[config.mk]
export PLATFORM = sky130hd
export DESIGN_NAME = signext_pipe
export DESIGN_NICKNAME = d
export VERILOG_FILES = /design/src/rtl/signext_pkg.sv /design/src/rtl/signext_decode.sv /design/src/rtl/signext_pipe.sv
export SDC_FILE = /design/constraint.sdc
export NUM_CORES = 1
export LEC_CHECK = 0
export ABC_AREA = 1
export CAP_MARGIN = 0
export CORE_ASPECT_RATIO = 0.9
export CORE_MARGIN = 4
export CORE_UTILIZATION = 35
export DETAILED_ROUTE_END_ITERATION = 10
export HOLD_SLACK_MARGIN = 0.03
export PLACE_DENSITY = 0.57
export REMOVE_ABC_BUFFERS = 1
export SKIP_CTS_REPAIR_TIMING = 1
export SLEW_MARGIN = 20
export SYNTH_ARGS = -nofsm -noshare
export SYNTH_HDL_FRONTEND = slang
export SYNTH_SLANG_ARGS = --single-unit
[constraint.sdc]
create_clock -name clk -period 2.4 [get_ports clk]
set_clock_uncertainty 0.2 [all_clocks]
set_input_delay 0.48 -clock clk [delete_from_list [all_inputs] [get_ports clk]]
set_output_delay 0.48 -clock clk [all_outputs]
set_load 0.01 [all_outputs]
[src/rtl/signext_pkg.sv]
`default_nettype none
// ==========================================================================
// signext_pkg: formats, opcodes and result record for the LEGv8 extender.
// Rev 1.0
// ==========================================================================
package signext_pkg;

  typedef enum logic [2:0] {
    FMT_NONE = 3'd0,
    FMT_CB   = 3'd1,
    FMT_B    = 3'd2,
    FMT_D    = 3'd3,
    FMT_I    = 3'd4,
    FMT_IW   = 3'd5
  } fmt_t;

  localparam logic [7:0]  OP_CBZ  = 8'b1011_0100;
  localparam logic [7:0]  OP_CBNZ = 8'b1011_0101;
  localparam logic [5:0]  OP_B    = 6'b000101;
  localparam logic [5:0]  OP_BL   = 6'b100101;
  localparam logic [10:0] OP_LDUR = 11'b111_1100_0010;
  localparam logic [10:0] OP_STUR = 11'b111_1100_0000;
  localparam logic [9:0]  OP_ADDI = 10'b10_0100_0100;
  localparam logic [9:0]  OP_SUBI = 10'b11_0100_0100;
  localparam logic [8:0]  OP_MOVZ = 9'b1_1010_0101;

  // Immediate is carried at the widest legal N; narrower builds zero the top.
  localparam int IMM_W = 64;

  typedef struct packed {
    logic [IMM_W-1:0] imm;
    fmt_t             fmt;
    logic             illegal;
  } signext_res_t;

endpackage
`default_nettype wire

[src/rtl/signext_decode.sv]
`default_nettype none
// ==========================================================================
// signext_decode: combinational instr -> {imm, fmt, illegal} classifier.
// Rev 1.0 | option SIGNEXT_SHL2_EN: CB/B immediates become byte offsets.
// ==========================================================================
module signext_decode
  import signext_pkg::*;
#(
  parameter int N = 64
) (
  input  logic [31:0]  instr,
  output signext_res_t res
);

`ifdef SIGNEXT_SHL2_EN
  localparam int BR_SHL = 2;
`else
  localparam int BR_SHL = 0;
`endif

  logic [63:0] w_ext;

  always_comb begin
    res   = '{imm: '0, fmt: FMT_NONE, illegal: 1'b0};
    w_ext = '0;
    if (instr[31:24] == OP_CBZ || instr[31:24] == OP_CBNZ) begin
      w_ext   = {{45{instr[23]}}, instr[23:5]} << BR_SHL;
      res.fmt = FMT_CB;
    end else if (instr[31:26] == OP_B || instr[31:26] == OP_BL) begin
      w_ext   = {{38{instr[25]}}, instr[25:0]} << BR_SHL;
      res.fmt = FMT_B;
    end else if (instr[31:21] == OP_LDUR || instr[31:21] == OP_STUR) begin
      w_ext   = {{55{instr[20]}}, instr[20:12]};
      res.fmt = FMT_D;
    end else if (instr[31:22] == OP_ADDI || instr[31:22] == OP_SUBI) begin
      w_ext   = {52'd0, instr[21:10]};
      res.fmt = FMT_I;
    end else if (instr[31:23] == OP_MOVZ) begin
      w_ext   = {48'd0, instr[20:5]} << {instr[22:21], 4'b0000};
      res.fmt = FMT_IW;
    end else begin
      res.illegal = 1'b1;
    end
    // Truncation to N drops MOVZ hw>=2 to zero on 32-bit builds.
    res.imm = IMM_W'(w_ext[N-1:0]);
  end

endmodule
`default_nettype wire

[src/rtl/signext_pipe.sv]
`default_nettype none
// ==========================================================================
// signext_pipe: registered LEGv8 immediate extender with 2-entry skid buffer.
// Rev 1.0 | option SIGNEXT_SHL2_EN: CB/B immediates become byte offsets.
// ==========================================================================
module signext_pipe
  import signext_pkg::*;
#(
  parameter int N     = 64,
  parameter int CNT_W = 16
) (
  input  logic             clk,
  input  logic             reset,
  input  logic             in_valid,
  output logic             in_ready,
  input  logic [31:0]      instr,
  output logic             out_valid,
  input  logic             out_ready,
  output logic [N-1:0]     out_imm,
  output fmt_t             out_fmt,
  output logic             out_illegal,
  output logic [CNT_W-1:0] illegal_cnt
);

  if (N != 32 && N != 64) begin : g_bad_n
    $error("signext_pipe: N must be 32 or 64");
  end

  signext_res_t     w_dec;
  signext_res_t     r_out;
  signext_res_t     r_skid;
  logic             r_out_valid;
  logic             r_in_ready;
  logic [CNT_W-1:0] r_cnt;
  logic             w_accept;
  logic             w_out_fire;

  signext_decode #(.N(N)) u_decode (
    .instr (instr),
    .res   (w_dec)
  );

  assign w_accept   = in_valid && r_in_ready;
  assign w_out_fire = r_out_valid && out_ready;

  // The skid entry is full exactly when in_ready is low.
  always_ff @(posedge clk) begin
    if (reset) begin
      r_out       <= '{imm: '0, fmt: FMT_NONE, illegal: 1'b0};
      r_skid      <= '{imm: '0, fmt: FMT_NONE, illegal: 1'b0};
      r_out_valid <= 1'b0;
      r_in_ready  <= 1'b1;
      r_cnt       <= '0;
    end else begin
      if (w_out_fire && !r_in_ready) begin
        r_out      <= r_skid;
        r_in_ready <= 1'b1;
      end else if (w_accept) begin
        if (!r_out_valid || w_out_fire) begin
          r_out       <= w_dec;
          r_out_valid <= 1'b1;
        end else begin
          r_skid     <= w_dec;
          r_in_ready <= 1'b0;
        end
      end else if (w_out_fire) begin
        r_out_valid <= 1'b0;
      end

      if (w_out_fire && r_out.illegal && r_cnt != '1) begin
        r_cnt <= r_cnt + CNT_W'(1);
      end
    end
  end

  assign in_ready    = r_in_ready;
  assign out_valid   = r_out_valid;
  assign out_imm     = r_out.imm[N-1:0];
  assign out_fmt     = r_out.fmt;
  assign out_illegal = r_out.illegal;
  assign illegal_cnt = r_cnt;

endmodule
`default_nettype wire

# Word level (Yosys, flattened, before mapping)
# Cells that the tools add are included.
dict set report word_totals {
  regBits 154
  inputBits 36
  out_inout_bits 86
  wordCells 65
}
dict set report op_classes {
  add_sub_neg 1
  eq_ne 11
  shifts 1
  mux 21
  n_bitwise 2
  n_reduce_logical 20
}
# cell count
set ops {}
lappend ops {{$mux 64} 5}
lappend ops {{$mux 68} 3}
lappend ops {{$shl 16x6->64} 1}
lappend ops {{$eq 11x11->1 const B} 2}
lappend ops {{$eq 10x10->1 const B} 2}
lappend ops {{$add 16x1->16 const B} 1}
lappend ops {{$eq 8x8->1 const B} 2}
lappend ops {{$ne 16x16->1 const B} 1}
lappend ops {{$mux 3} 5}
lappend ops {{$eq 9x9->1 const B} 1}
lappend ops {{$mux 1} 8}
lappend ops {{$eq 6x3->1 const B} 1}
lappend ops {{$eq 6x6->1 const B} 1}
lappend ops {{$reduce_and 3->1} 2}
lappend ops {{$reduce_bool 2->1} 3}
lappend ops {{$logic_and 1x1->1} 5}
lappend ops {{$logic_or 1x1->1} 5}
lappend ops {{$reduce_and 2->1} 2}
lappend ops {{$logic_not 1->1} 2}
lappend ops {{$ne 2x1->1 const B} 1}
lappend ops {{$not 1->1} 2}
lappend ops {{$reduce_or 2->1} 1}

# Longest topological paths before layout
dict set report depth {
  word_depth 9
  mapped_depth 13
}

# Hierarchy
# From an unflattened synthesis, not the netlist that was laid out.
dict set report unflattened {
  hier_cells 1247
  hier_area_um2 8134.1
}
# mod instances cells_per_inst area_per_inst_um2
set modules_own_cells {}
lappend modules_own_cells {signext_pipe 1 870 6236.0}
lappend modules_own_cells {signext_decode 1 377 1898.1}

# Least setup slack after synthesis
# No wires, ideal clock.
dict set report synth_path {
  path_kind {reg-to-reg}
  startpoint {register r_cnt[0], in the netlist illegal_cnt[0]}
  endpoint {register r_cnt[11], in the netlist illegal_cnt[11]}
  arrival_time_ps 1539
  required_time_ps 2068
  slack_ps 529
  stages_incl_launch_ff 10
  synth_period_minus_slack_ps 1871
  cell_sequence {dfxtp_1 ha_1 nand3_1 nor2_1 nand3_1 nand2_1 inv_1 clkbuf_1 nand2_1 a21oi_1}
}
dict set report synth_between {
  elab_chain_len 2
  word_cells_on_any_way 3
  classes_between {1 x add/sub; 1 x eq/ne; 1 x reduce/logical}
}
# item line
set synth_lines {}
lappend synth_lines {{start, declared} signext_pipe.sv:34} ;# logic [CNT_W-1:0] r_cnt;
lappend synth_lines {{start signal, assigned} signext_pipe.sv:71} ;# r_cnt <= r_cnt + CNT_W'(1);
lappend synth_lines {{parallel branches: the longest is 2 deep, another holds $add 16x1->16} -}
# Several ways; the timed one is not identified.
# A chain may end at the register's enable or synchronous reset.

# Final worst setup path
dict set report layout_path {
  startpoint {input instr[25]}
  endpoint {register r_out (netlist bit out_imm[54])}
}
dict set report layout_between {
  elab_chain_len 9
  word_cells_on_any_way 18
  classes_between {7 x eq/ne; 8 x mux; 3 x reduce/logical}
}
# item line
set layout_lines {}
lappend layout_lines {{start, declared} signext_pipe.sv:16} ;# input logic [31:0] instr,
lappend layout_lines {{$eq 9x9->1 or $eq 10x10->1 (tied branches)} {signext_decode.sv:38, signext_decode.sv:35}}
lappend layout_lines {{$mux 64 or $logic_or 1x1->1 (tied branches)} {signext_decode.sv:38, signext_decode.sv:35}}
lappend layout_lines {{$mux 64} signext_decode.sv:35} ;# end else if (instr[31:22] == OP_ADDI || instr[31:22] == OP_SUBI) begin
lappend layout_lines {{$mux 64} signext_decode.sv:32} ;# end else if (instr[31:21] == OP_LDUR || instr[31:21] == OP_STUR) begin
lappend layout_lines {{$mux 64} signext_decode.sv:29} ;# end else if (instr[31:26] == OP_B || instr[31:26] == OP_BL) begin
lappend layout_lines {{$mux 64 (*)} signext_decode.sv:26} ;# if (instr[31:24] == OP_CBZ || instr[31:24] == OP_CBNZ) begin
lappend layout_lines {{$mux 68 (*)} signext_pipe.sv:59} ;# if (!r_out_valid || w_out_fire) begin
lappend layout_lines {{$mux 68 (*)} signext_pipe.sv:58} ;# end else if (w_accept) begin
lappend layout_lines {{$mux 68 (*)} signext_pipe.sv:55} ;# if (w_out_fire && !r_in_ready) begin
lappend layout_lines {{end signal, assigned} signext_pipe.sv:49} ;# r_out <= '{imm: '0, fmt: FMT_NONE, illegal: 1'b0};
lappend layout_lines {{end signal, assigned} signext_pipe.sv:56} ;# r_out <= r_skid;
lappend layout_lines {{end signal, assigned} signext_pipe.sv:60} ;# r_out <= w_dec;
lappend layout_lines {{end, declared} signext_pipe.sv:30} ;# signext_res_t r_out;
# Every way passes the cells marked *; elsewhere a longest branch is shown, timed or not. The select of a mux whose other input is x is not followed.

==> impl_metrics.yaml <==
grt:
  grt_start_max_net_pins: 89
  grt_pass1_wl_mm: 41.8
  grt_use_met2_pct: 33.2
  grtUsageTotal_pct: 20.5
  antenna_found_initial: 0
  overflow: 0
  grt_pass1_vias: 7800
  use_met3_pct: 4.23
  busiest_layer: "met2"
  globalRouteMet1Util_pct: 28.1
route:
  vias_per_cell: 5.03
  initialDrtViolationCount: 515
  drtPass1Iterations: 7
  drc: 0
  vias: 8343
  postRouteAntennaNets: 0
  routedWlPerCell_um: 15.8
  wl_mm: 26.2
timing:
  max_freq_mhz: 452
  grt_setup_unrepaired: "no"
  worstMarginPinSlew_ps: 677
  hold_viol: 0
  setup_tns_ps: 0
  setup_viol: 0
  period_needed_ps: 2210
  slew_violations: 0
  slew-limit-headroom_pct: 54.8
  fin_crit_sh_pct: 92.1
worst_setup_path:
  critPathLaunchType: "input port"
  cp.required_ps: 2490
  critPathArrivalTime_ps: 2300
  path_cells: "clkdlybuf4s50_1 -> inv_2 -> nand2_1 -> nor3_1 -> nand2_1 -> nor2_1 -> nor2_4 -> nand3_1 -> a21oi_1 -> nor2_1"
  ff2ff_setup_slack_ps: 280
  crit_cells: 10
  worst-r2r-cell-count: 8
  end_kind: "flop"
  critPathTopFamily: "simple AND/OR/NAND/NOR gates"
  max_stage_delay_ps: 520
  worstSetupPathType: "input port to flop"
  path_buf_inv: 2
  worstPathMaxFanout: 24
  cpMaxStageDelayCell: "nor2_4"
layout:
  fin_cells: 1658
  final_cell_mix: "nand2_1 (209), nor2_1 (160), dfxtp_1 (154)"
  area_growth_syn_to_layout_pct: 32.8
  multi_input_area_um2: 3940
  drive_gt1_share_pct: 10.7
  fill_cells: 2325
  final_common_cell: "nand2_1"
  fin_nets: 1385
  antennaDiodeCount: 0
  regArea_um2: 3080
min_path:
  hold_depth: 2
  hold_path_class: "input port to flop"
power_and_ir_drop:
  ir_drop_uv: 460
  leakagePower_nw: 4.53
  p_per_area_nw_per_um2: 574
  power.total_mw: 6.05
placed_design:
  place_inst: 1626
  gp_congestion: 0.927
  portBuffers: 121
  dpl.hpwl_mm: 18.0
synthesis:
  yosysUniqueCellTypes: 32
  synth_seq_cells: 154
  synth_enable_flop_cells: 0
  seq_area_frac_synth_pct: 38.8
  async_flop_share_pct: 0
  syn_avg_cell_area_um2: 6.59
  synth_flop_cell: "dfxtp_1"
  synth_cells: 1205
  synth_warnings: 0
  netlist_area_um2: 7940
cts:
  ctsLongestPathBuffers: 2
  htreeDepth: 4
  cts_buffers: 17
  cts.clk_slew.worst_paths_ps: 60
  cts_tree: "yes"
  cts_sinks: 154
  clk_latency_ps: 430
  cts-root-buf: "clkbuf_16"
die:
  die_y_um: 151
  initial_core_util_pct: 35.5
  num_rows: 52
  die-area_um2: 25200
  die_x_um: 167
  ioPinCount: 122
  fp.coreArea_um2: 22400
job:
  cap_violations: 0
status:
  outcome: "finished, final reports clean"
-- stage by stage --
stage	cell area (µm²)	hold slack, ps	worst slack (ps)	util (%)
final	10500	189	189	47.1
after floorplan	7580	252	-1320	-
after CTS	10500	177	203	47.1
after global routing	10500	204	13.1	47.1
after global placement	9930	256	-610	44.4
after detailed placement	9930	260	-247	44.4
-- sequential cells by signal (all words and copies together) (netlist names) --
register	count
in_ready	1
out_fmt	3
out_valid	1
r_skid	68
out_imm	64
out_illegal	1
illegal_cnt	16
-- cells in the mapped netlist, drive strengths merged, types with 2 or more instances --
master	n	area [µm²]
a21oi	107	536
a22o	39	342
a31oi	3	18.8
buf	31	175
clkbuf	49	184
clkinv	3	12.5
dfxtp	154	3080
inv	150	563
nand2	215	827
nand3	95	475
nand4	33	206
nor2	169	669
nor3	28	150
o211ai	2	15.0
o21ai	111	556
o22ai	5	31.3
xnor2	2	17.5
xor2	6	52.6
-- where the power goes --
part | leakage [nW] | switching (mW) | internal [mW] | total, mW
Combinational | 3.00 | 0.370 | 0.233 | 0.602
Clock | 0.285 | 1.13 | 1.68 | 2.81
Sequential | 1.25 | 0.0283 | 2.61 | 2.64
Total | 4.53 | 1.53 | 4.53 | 6.05
-- worst register-to-register path: stages (launching register included) --
cell and delay [ps]:
dfxtp_1 440, ha_1 250, nand3_1 140, nor2_1 220, nand3_1 110, nand2_1 160, inv_1 220, o21ai_0 210
a21oi_1 50
-- logic make-up (layout without fill, tap and decap cells) --
logic type | after synthesis | after routing | share of synthesized area [%]
buffers and inverters | 233 | 389 | 11.8
adder cells (fa/ha/maj) | 1 | 1 | 0.158
XOR/XNOR | 8 | 8 | 0.882
AO/OA/AOI/OAI | 268 | 268 | 19.0
flip-flops | 154 | 154 | 38.8
AND/OR/NAND/NOR | 541 | 541 | 29.4
-- layout make-up --
cell class,count,share of cell area [%]
flip-flops and latches,154,29.2
clock buffers,20,4.23
multi-input cells,818,37.3
repair buffers,204,18.7
well taps,297,3.52
inverters,153,5.46
clock inverters,12,1.58
-- metal layers --
layer  routed length, µm  part of all wire, %
met1               12500                   48
met2               12000                   46
met3                1370                  5.2
met4                 365                  1.4
met5                   0                    0
-- final timing paths --
check | start | to
setup / recovery | instr[25] | out_imm[54]
hold / removal | reset | out_imm[57]
setup reg to reg | illegal_cnt[0] | illegal_cnt[0]
hold reg to reg | out_fmt[2] | out_fmt[2]
Note: power is estimated with default switching activity, not from simulation.
